`config.mk`:
```
export PLATFORM = sky130hd
export DESIGN_NAME = wb_port_arbiter
export DESIGN_NICKNAME = d
export VERILOG_FILES = /design/src/rtl/wb_port_arbiter.sv
export SDC_FILE = /design/constraint.sdc
export NUM_CORES = 1
export LEC_CHECK = 0
export CAP_MARGIN = 40
export CORE_UTILIZATION = 45
export DETAILED_ROUTE_END_ITERATION = 8
export GPL_ROUTABILITY_DRIVEN = 0
export GPL_TIMING_DRIVEN = 0
export PLACE_DENSITY = 0.9
export REMOVE_ABC_BUFFERS = 1
export SYNTH_ARGS = -nofsm -noshare
export SYNTH_HDL_FRONTEND = slang
export SYNTH_SLANG_ARGS = --single-unit
```
`constraint.sdc`:
```
create_clock -name clk -period 3.8 [get_ports clk]
set_input_delay 0.57 -clock clk [delete_from_list [all_inputs] [get_ports clk]]
set_output_delay 0.57 -clock clk [all_outputs]
set_load 0.01 [all_outputs]
```
`src/rtl/wb_port_arbiter.sv`:
```
// Register-file write-port arbiter. The writeback stage always has priority.
// Mul/div results wait in a small FIFO and drain into idle port cycles.
// When the writeback stage keeps the port busy for too long, a one-cycle
// pipeline freeze is forced so that the oldest queued result can drain.
module wb_port_arbiter #(
    parameter int DEPTH        = 2,
    parameter int STARVE_LIMIT = 4
) (
    input  logic                       clk,
    input  logic                       reset,
    input  logic                       wb_valid,
    input  logic                       wb_regwrite,
    input  logic [4:0]                 wb_dst,
    input  logic [63:0]                wb_data,
    input  logic                       md_valid,
    output logic                       md_ready,
    input  logic [4:0]                 md_dst,
    input  logic [63:0]                md_data,
    output logic                       rf_we,
    output logic [4:0]                 rf_wa,
    output logic [63:0]                rf_wd,
    output logic                       stall_req,
    output logic [31:0]                pending_mask,
    output logic [$clog2(DEPTH):0]     fifo_count
);

    localparam int PW = (DEPTH > 1) ? $clog2(DEPTH) : 1;
    localparam int CW = $clog2(DEPTH) + 1;
    localparam int SW = $clog2(STARVE_LIMIT + 1);

    // FIFO storage and control state
    logic [DEPTH-1:0] valid_reg;
    logic [4:0]       dst_reg  [DEPTH];
    logic [63:0]      data_reg [DEPTH];
    logic [PW-1:0]    rd_ptr_reg;
    logic [PW-1:0]    wr_ptr_reg;
    logic [CW-1:0]    count_reg;
    logic [SW-1:0]    starve_reg;
    logic             stall_reg;

    // Next-state values
    logic [DEPTH-1:0] valid_next;
    logic [CW-1:0]    count_next;
    logic [SW-1:0]    starve_next;
    logic             stall_next;

    // Per-cycle decisions
    logic             pw;
    logic             occupied;
    logic             head_valid;
    logic             head_killed;
    logic             enq;
    logic             drain;
    logic             pop;
    logic             any_valid;
    logic [DEPTH-1:0] kill;

    assign occupied    = (count_reg != '0);
    assign head_valid  = occupied & valid_reg[rd_ptr_reg];
    assign head_killed = occupied & ~valid_reg[rd_ptr_reg];
    assign any_valid   = |valid_reg;

    // The pipeline write; suppressed during a freeze cycle and while in reset
    // so nothing reaches the regfile once reset is asserted.
    assign pw = wb_valid & wb_regwrite & (wb_dst != 5'd31) & ~stall_reg & ~reset;

    // Acceptance depends on registered occupancy only, never on this cycle's pop.
    assign md_ready = (count_reg < CW'(DEPTH));

    // XZR results and results overwritten by the same-cycle pipeline write
    // are accepted but never stored.
    assign enq = md_valid & md_ready & (md_dst != 5'd31) & ~(pw & (md_dst == wb_dst));

    assign drain = ~pw & head_valid & ~reset;
    assign pop   = drain | head_killed;

    assign stall_req  = stall_reg;
    assign fifo_count = count_reg;

    // A younger pipeline write to the same register supersedes queued results.
    generate
        for (genvar gi = 0; gi < DEPTH; gi++) begin : g_kill
            assign kill[gi] = pw & valid_reg[gi] & (dst_reg[gi] == wb_dst);
        end
    endgenerate

    // Write-port mux: pipeline first, then the FIFO head, else idle zeros.
    always_comb begin
        rf_we = 1'b0;
        rf_wa = 5'd0;
        rf_wd = 64'd0;
        if (pw) begin
            rf_we = 1'b1;
            rf_wa = wb_dst;
            rf_wd = wb_data;
        end else if (drain) begin
            rf_we = 1'b1;
            rf_wa = dst_reg[rd_ptr_reg];
            rf_wd = data_reg[rd_ptr_reg];
        end
    end

    // Hazard mask from registered entries only.
    always_comb begin
        pending_mask = 32'd0;
        for (int i = 0; i < DEPTH; i++) begin
            if (valid_reg[i]) begin
                pending_mask[dst_reg[i]] = 1'b1;
            end
        end
    end

    // Valid bits and occupancy: kills, head pop and enqueue all apply together.
    always_comb begin
        valid_next = valid_reg & ~kill;
        if (pop) begin
            valid_next[rd_ptr_reg] = 1'b0;
        end
        if (enq) begin
            valid_next[wr_ptr_reg] = 1'b1;
        end
        count_next = count_reg + CW'(enq) - CW'(pop);
    end

    // Starvation counter; reaching the limit launches the freeze and restarts the count.
    always_comb begin
        starve_next = starve_reg;
        stall_next  = 1'b0;
        if (drain || !any_valid) begin
            starve_next = '0;
        end else if (head_valid) begin
            if (int'(starve_reg) + 1 >= STARVE_LIMIT) begin
                stall_next  = 1'b1;
                starve_next = '0;
            end else begin
                starve_next = starve_reg + SW'(1);
            end
        end
    end

    // Control state register with asynchronous reset.
    always_ff @(posedge clk or posedge reset) begin
        if (reset) begin
            valid_reg  <= '0;
            rd_ptr_reg <= '0;
            wr_ptr_reg <= '0;
            count_reg  <= '0;
            starve_reg <= '0;
            stall_reg  <= 1'b0;
        end else begin
            valid_reg  <= valid_next;
            count_reg  <= count_next;
            starve_reg <= starve_next;
            stall_reg  <= stall_next;
            if (pop) begin
                rd_ptr_reg <= rd_ptr_reg + PW'(1);
            end
            if (enq) begin
                wr_ptr_reg <= wr_ptr_reg + PW'(1);
            end
        end
    end

    // Payload storage; contents are only meaningful where the valid bit is set.
    always_ff @(posedge clk) begin
        if (enq) begin
            dst_reg[wr_ptr_reg]  <= md_dst;
            data_reg[wr_ptr_reg] <= md_data;
        end
    end

endmodule
```
# After elaboration in Yosys (flattened, before gate mapping)

Memories as Yosys holds them, arrays and structs flattened.
Cells that the tools add are included.

Bitwise operators: 28
Add/subtract/negate cells: 6
Equal/unequal tests: 5
Reduce and logical (&&, ||, !) cells: 9
Multiplexer cells: 28
Order comparisons: 10

Operators with widths:

| kind                  | number |
|---|---|
| $mux W64              | 2 |
| $mux W32              | 2 |
| $or A32 B32 Y32       | 1 |
| $and A1 B1 Y1         | 16 |
| $eq A5 B5 Y1          | 3 |
| $mux W1               | 13 |
| $lt A5 B6 Y1 const B  | 2 |
| $demux W1 S5          | 2 |
| $ge A5 B1 Y1 const B  | 2 |
| $mux W5               | 2 |
| $ne A5 B5 Y1 const B  | 2 |
| $mux W3               | 3 |
| $not A1 Y1            | 5 |
| $add A3 B1 Y4 const B | 1 |
| $and A2 B2 Y2         | 2 |
| $ge A4 B3 Y1 const B  | 1 |
| $logic_and A1 B1 Y1   | 4 |
| $lt A1 B2 Y1 const B  | 2 |
| $mux W2               | 2 |
| $not A2 Y2            | 2 |
| $reduce_bool A2 Y1    | 2 |
| $add A3 B1 Y3 const B | 1 |
| $add A1 B1 Y1 const B | 2 |
| $add A2 B1 Y2         | 1 |
| 9 further kinds       | 11 |

RAM bits: 138
Register bits after elaboration: 10
Memories kept: 2
Bits of input ports: 143
Logic and storage cells: 94

Memories:

| memory   | words | width | rd ports | clocked after Yosys merged registers in | write ports | line | text |
|---|---|---|---|---|---|---|---|
| data_reg | 2     | 64    | 1        | 0                                       | 1           | 34   | `logic [63:0] data_reg [DEPTH];` |
| dst_reg  | 2     | 5     | 3        | 0                                       | 1           | 33   | `logic [4:0] dst_reg [DEPTH];` |

# Logic depth before layout (Yosys ltp)

Word-level depth: 12
Depth in mapped cells: 12

# Least setup slack after synthesis

Ideal clock, no wire load.

Kind: in2reg
Start: input port wb_dst[0]
End: memory data_reg[1][0], enable pin
Data required time: 3.366 ns
Buffers on the path: 1
Arrival: 3.053 ns
Path slack: 0.313 ns
Stages: 5
Setup time: 0.434 ns
Path through: clkbuf_1 > xor2_1 > nor3_1 > a31oi_1 > and2_1

Cells in the longest elaborated chain, start to end: 9
Elaborated cells on any way between the ends: 10

RTL lines:

| item                            | line | text |
|---|---|---|
| start: declaration              | 13   | `input logic [4:0] wb_dst,` |
| $ne A5 B5 Y1                    | 65   | `assign pw = wb_valid & wb_regwrite & (wb_dst != 5'd31) & ~stall_reg & ~reset;` |
| $and A1 B1 Y1 (3 in a row)      | 65   |  |
| $and A1 B1 Y1 *                 | 72   | `assign enq = md_valid & md_ready & (md_dst != 5'd31) & ~(pw & (md_dst == wb_dst));` |
| $not A1 Y1 *                    | 72   |  |
| $and A1 B1 Y1 *                 | 72   |  |
| $mux W1 *                       | 166  | `if (enq) begin` |
| $mux W1 (not written as such) * | 168  | `data_reg[wr_ptr_reg] <= md_data;` |
| end: declaration                | 34   |  |

Every way passes the cells marked *; elsewhere a longest branch is shown, timed or not.

# Worst setup path in the final report

Start: input port wb_dst[2]
End: output port rf_wd[11]

Cells in the longest elaborated chain, start to end: 9

RTL lines:

| item                         | line | text |
|---|---|---|
| $ne A5 B5 Y1 *               | 65   |  |
| $and A1 B1 Y1 * (3 in a row) | 65   |  |
| $not A1 Y1                   | 74   | `assign drain = ~pw & head_valid & ~reset;` |
| $and A1 B1 Y1 (2 in a row)   | 74   |  |
| $mux W64                     | 96   | `end else if (drain) begin` |
| $mux W64 *                   | 92   | `if (pw) begin` |
| end: declaration             | 21   | `output logic [63:0] rf_wd,` |

Marked as above.

==> qor.csv <==
stage;metric;value;unit
cells_and_area;flip_flop_count_of_the_largest_register_after_layout;128;
global_routing;grt_remaining_overflow;0;
timing;worst_hold_slack_across_all_endpoints;522;ps
clock_network;cts-root-buf;sky130_fd_sc_hd__clkbuf_16;
timing;max-slew-margin-rel;59.8;%
clock_network;cts_max_level;4;
synthesis;post_synthesis_cells;519;
synthesis;synth.most_common_cell;sky130_fd_sc_hd__edfxtp_1;
synthesis;synthTopCellsByArea;sky130_fd_sc_hd__edfxtp_1, sky130_fd_sc_hd__mux2i_1, sky130_fd_sc_hd__o21ai_2;
routing;wl_per_cell;18.0;um
cells_and_area;insertedDiodeCount;0;
routing;postRouteAntennaNets;0;
floorplanning;row_count;45;
pwr;power_density;619;mW/mm2
timing;clock_skew;9.44;ps
place;io_buffers;248;
routing;drt-initial-drc-count;321;
floorplanning;effective_utilization_at_floorplan;46.0;%
timing;max_transition_viols_final;0;
synthesis;synth_top_family_by_area;compound AO/OA/AOI/OAI gates;
worst_setup_path;path_max_fanout;35;
cells_and_area;layout.nets;907;
cells_and_area;layout_cells_sized_above_1;13.4;%
routing;vias_per_cell;5.51;
global_routing;grt_pass1_vias;5307;
timing;fmax;272;MHz
synthesis;synth_edf_count;138;
min_path;hp-class;input pin to async pin;
synthesis;number_of_synthesized_register_bits;148;
floorplanning;dieArea;0.0160;mm2
place;place_area;0.00965;mm2
worst_setup_path;startpoint_type;input pin;
synthesis;ys_types;42;
timing;setup-violations-final;0;
synthesis;post_synth_and_or_nand_nor_area_fraction;8.43;%
timing;setup-tns-final;0;ps
clock_network;cts_buffer_count;17;
global_routing;track_usage;22.0;%
pwr;irDropWorstVdd;0.385;mV
cells_and_area;finalInstanceArea;0.0103;mm2
timing;rsz_0062_raised_after_global_routing;false;
timing;timing_hold_violations_final;0;
pwr;static-leakage-power;0.00365;uW
synthesis;synth_top_area_share;59.5;%
synthesis;netlist_top_cells_count;sky130_fd_sc_hd__edfxtp_1, sky130_fd_sc_hd__nand2_1, sky130_fd_sc_hd__mux2i_1;
worst_setup_path;endpoint_required_time_on_the_critical_path;3230;ps
synthesis;synth_compound_gate_area_share;12.2;%
clock_network;cts_buffer_depth;2;
routing;route.final.wire_length;17.3;mm
floorplanning;floorplan.core_area;0.0151;mm2
floorplanning;die_height;126;um
synthesis;cell_type_with_the_highest_aggregate_area_in_the_netlist;sky130_fd_sc_hd__edfxtp_1;
floorplanning;ioPinCount;249;
routing;routed-via-count;5303;
timing;slew_at_the_pin_closest_to_its_max_slew_limit;600;ps
synthesis;synth_warnings;0;
routing;dr.pass1.iters;9;
timing;final_period_minus_worst_setup_slack;3680;ps
cells_and_area;layoutNonFillerInstCount;962;
clock_network;clock_insertion_delay_worst_skew;410;ps
global_routing;grt_start_max_net_pins;51;
place;place_hpwl;11.9;mm
worst_setup_path;timing.setup.critical_path_class;input pin to output port;
synthesis;syn-mean-instance-area;13.4;um2
status;run_status;finished, final reports clean;
synthesis;yosys.area_share.xor_xnor;2.26;%
floorplanning;die_width;126;um
synthesis;synth.area.mux_share;10.2;%
clock_network;clk_pin_slew_worst_paths;60;ps
synthesis;yosysSeqAreaShare;63.1;%
cells_and_area;syn_to_final_growth;47.9;%
run;drv_cap;0;
place;post-place-cells;925;
global_routing;grt_pass1_wl;27.0;mm
synthesis;syn-cell-area;0.00696;mm2
global_routing;grt_antenna_before_repair;0;
synthesis;synthAdderAreaFrac;0.539;%
clock_network;clock_sink_count;148;
worst_setup_path;crit_path_end_kind;output port;
synthesis;dominantRegCellSynth;sky130_fd_sc_hd__edfxtp_1;
synthesis;synthArstFlopShare;6.76;%
routing;drcViolationCount;0;
timing;period_share;96.7;%
worst_setup_path;worst-endpoint-arrival;3110;ps
clock_network;cts_tree;yes;
-- area by class of cell --
cell class	instances	area, um2
fill	991	4850
sequential	148	4400
timing repair buffer	258	2660
multi-input combinational	330	2370
clock buffer	18	429
tap	188	235
clock inverter	14	176
inverter	6	22.5
-- timing repair --
action | CTS | global route
endpoints found under the setup margin | 34 | 0
setup buffers | 4 | 0
hold endpoints to repair | 0 | 0
gates resized for setup | 2 | 0
hold buffers | 0 | 0
-- routing by layer --
| metal | vias up | share of wire (%) | global-route usage (%) |
|---|---|---|---|
| li1 | 2469 | - | - |
| met1 | 2567 | 38 | 24.2 |
| met2 | 244 | 54 | 40.3 |
| met3 | 23 | 6.8 | 5.78 |
| met4 | 0 | 1.4 | 8.72 |
| met5 | - | 0 | 0 |
-- cells in the final DEF (no fill, tap or decap), types with 9 or more instances in the layout --
| cell | Yosys | layout |
|---|---|---|
| sky130_fd_sc_hd__xor2_1 | 11 | 11 |
| sky130_fd_sc_hd__clkbuf_16 | 0 | 17 |
| sky130_fd_sc_hd__edfxtp_1 | 138 | 138 |
| sky130_fd_sc_hd__o21ai_1 | 20 | 20 |
| sky130_fd_sc_hd__nand2_1 | 75 | 75 |
| sky130_fd_sc_hd__o21ai_2 | 50 | 50 |
| sky130_fd_sc_hd__nand3b_1 | 11 | 11 |
| sky130_fd_sc_hd__mux2i_1 | 70 | 70 |
| sky130_fd_sc_hd__dfrtp_1 | 10 | 9 |
| sky130_fd_sc_hd__o22ai_1 | 32 | 32 |
| sky130_fd_sc_hd__clkdlybuf4s50_1 | 0 | 247 |
-- critical path, cell delays in order --
cell	delay [ps]
sky130_fd_sc_hd__clkdlybuf4s50_1	670
sky130_fd_sc_hd__and3_1	260
sky130_fd_sc_hd__a31oi_4	150
sky130_fd_sc_hd__or3_4	450
sky130_fd_sc_hd__buf_12	180
sky130_fd_sc_hd__o21ai_2	190
sky130_fd_sc_hd__clkdlybuf4s50_1	570
-- power breakdown --
part	internal [uW]	leakage, uW	total (uW)	switching (uW)
Sequential	2140	0.00139	2350	212
Clock	1040	0.000287	1690	652
Combinational	1160	0.00198	2330	1170
-- stage by stage --
stage	utilization [%]	power (uW)	worst slack, ps
6_report	68.0	6370	125
5_1_grt	68.0	6660	66.2
4_1_cts	68.0	6430	144
3_5_place_dp	63.7	4680	-185
3_3_place_gp	62.6	4650	-4150
2_1_floorplan	-	3690	-2460
-- cells by family after synthesis --
family          after synthesis
flops                       148
simple gates                122
compound gates              115
mux                          71
buf+inv                      42
xor+xnor                     18
fa+ha+maj                     3
-- path summary, 6_finish.rpt --
kind / startpoint / to / slack (ps) / cells after the start
worst max-delay path: wb_dst[2] / rf_wd[11] / 120 / 7
max in group asynchronous: reset / rd_ptr_reg / 2930 / 2
worst max register to register: rd_ptr_reg / fifo_count[1] / 930 / 10
worst min register to register: fifo_count[1] / fifo_count[1] / 580 / 1
min in group clk: fifo_count[1] / fifo_count[1] / 580 / 1
worst min-delay path: reset / stall_req / 520 / 2
(Power assumes the default switching activity.)
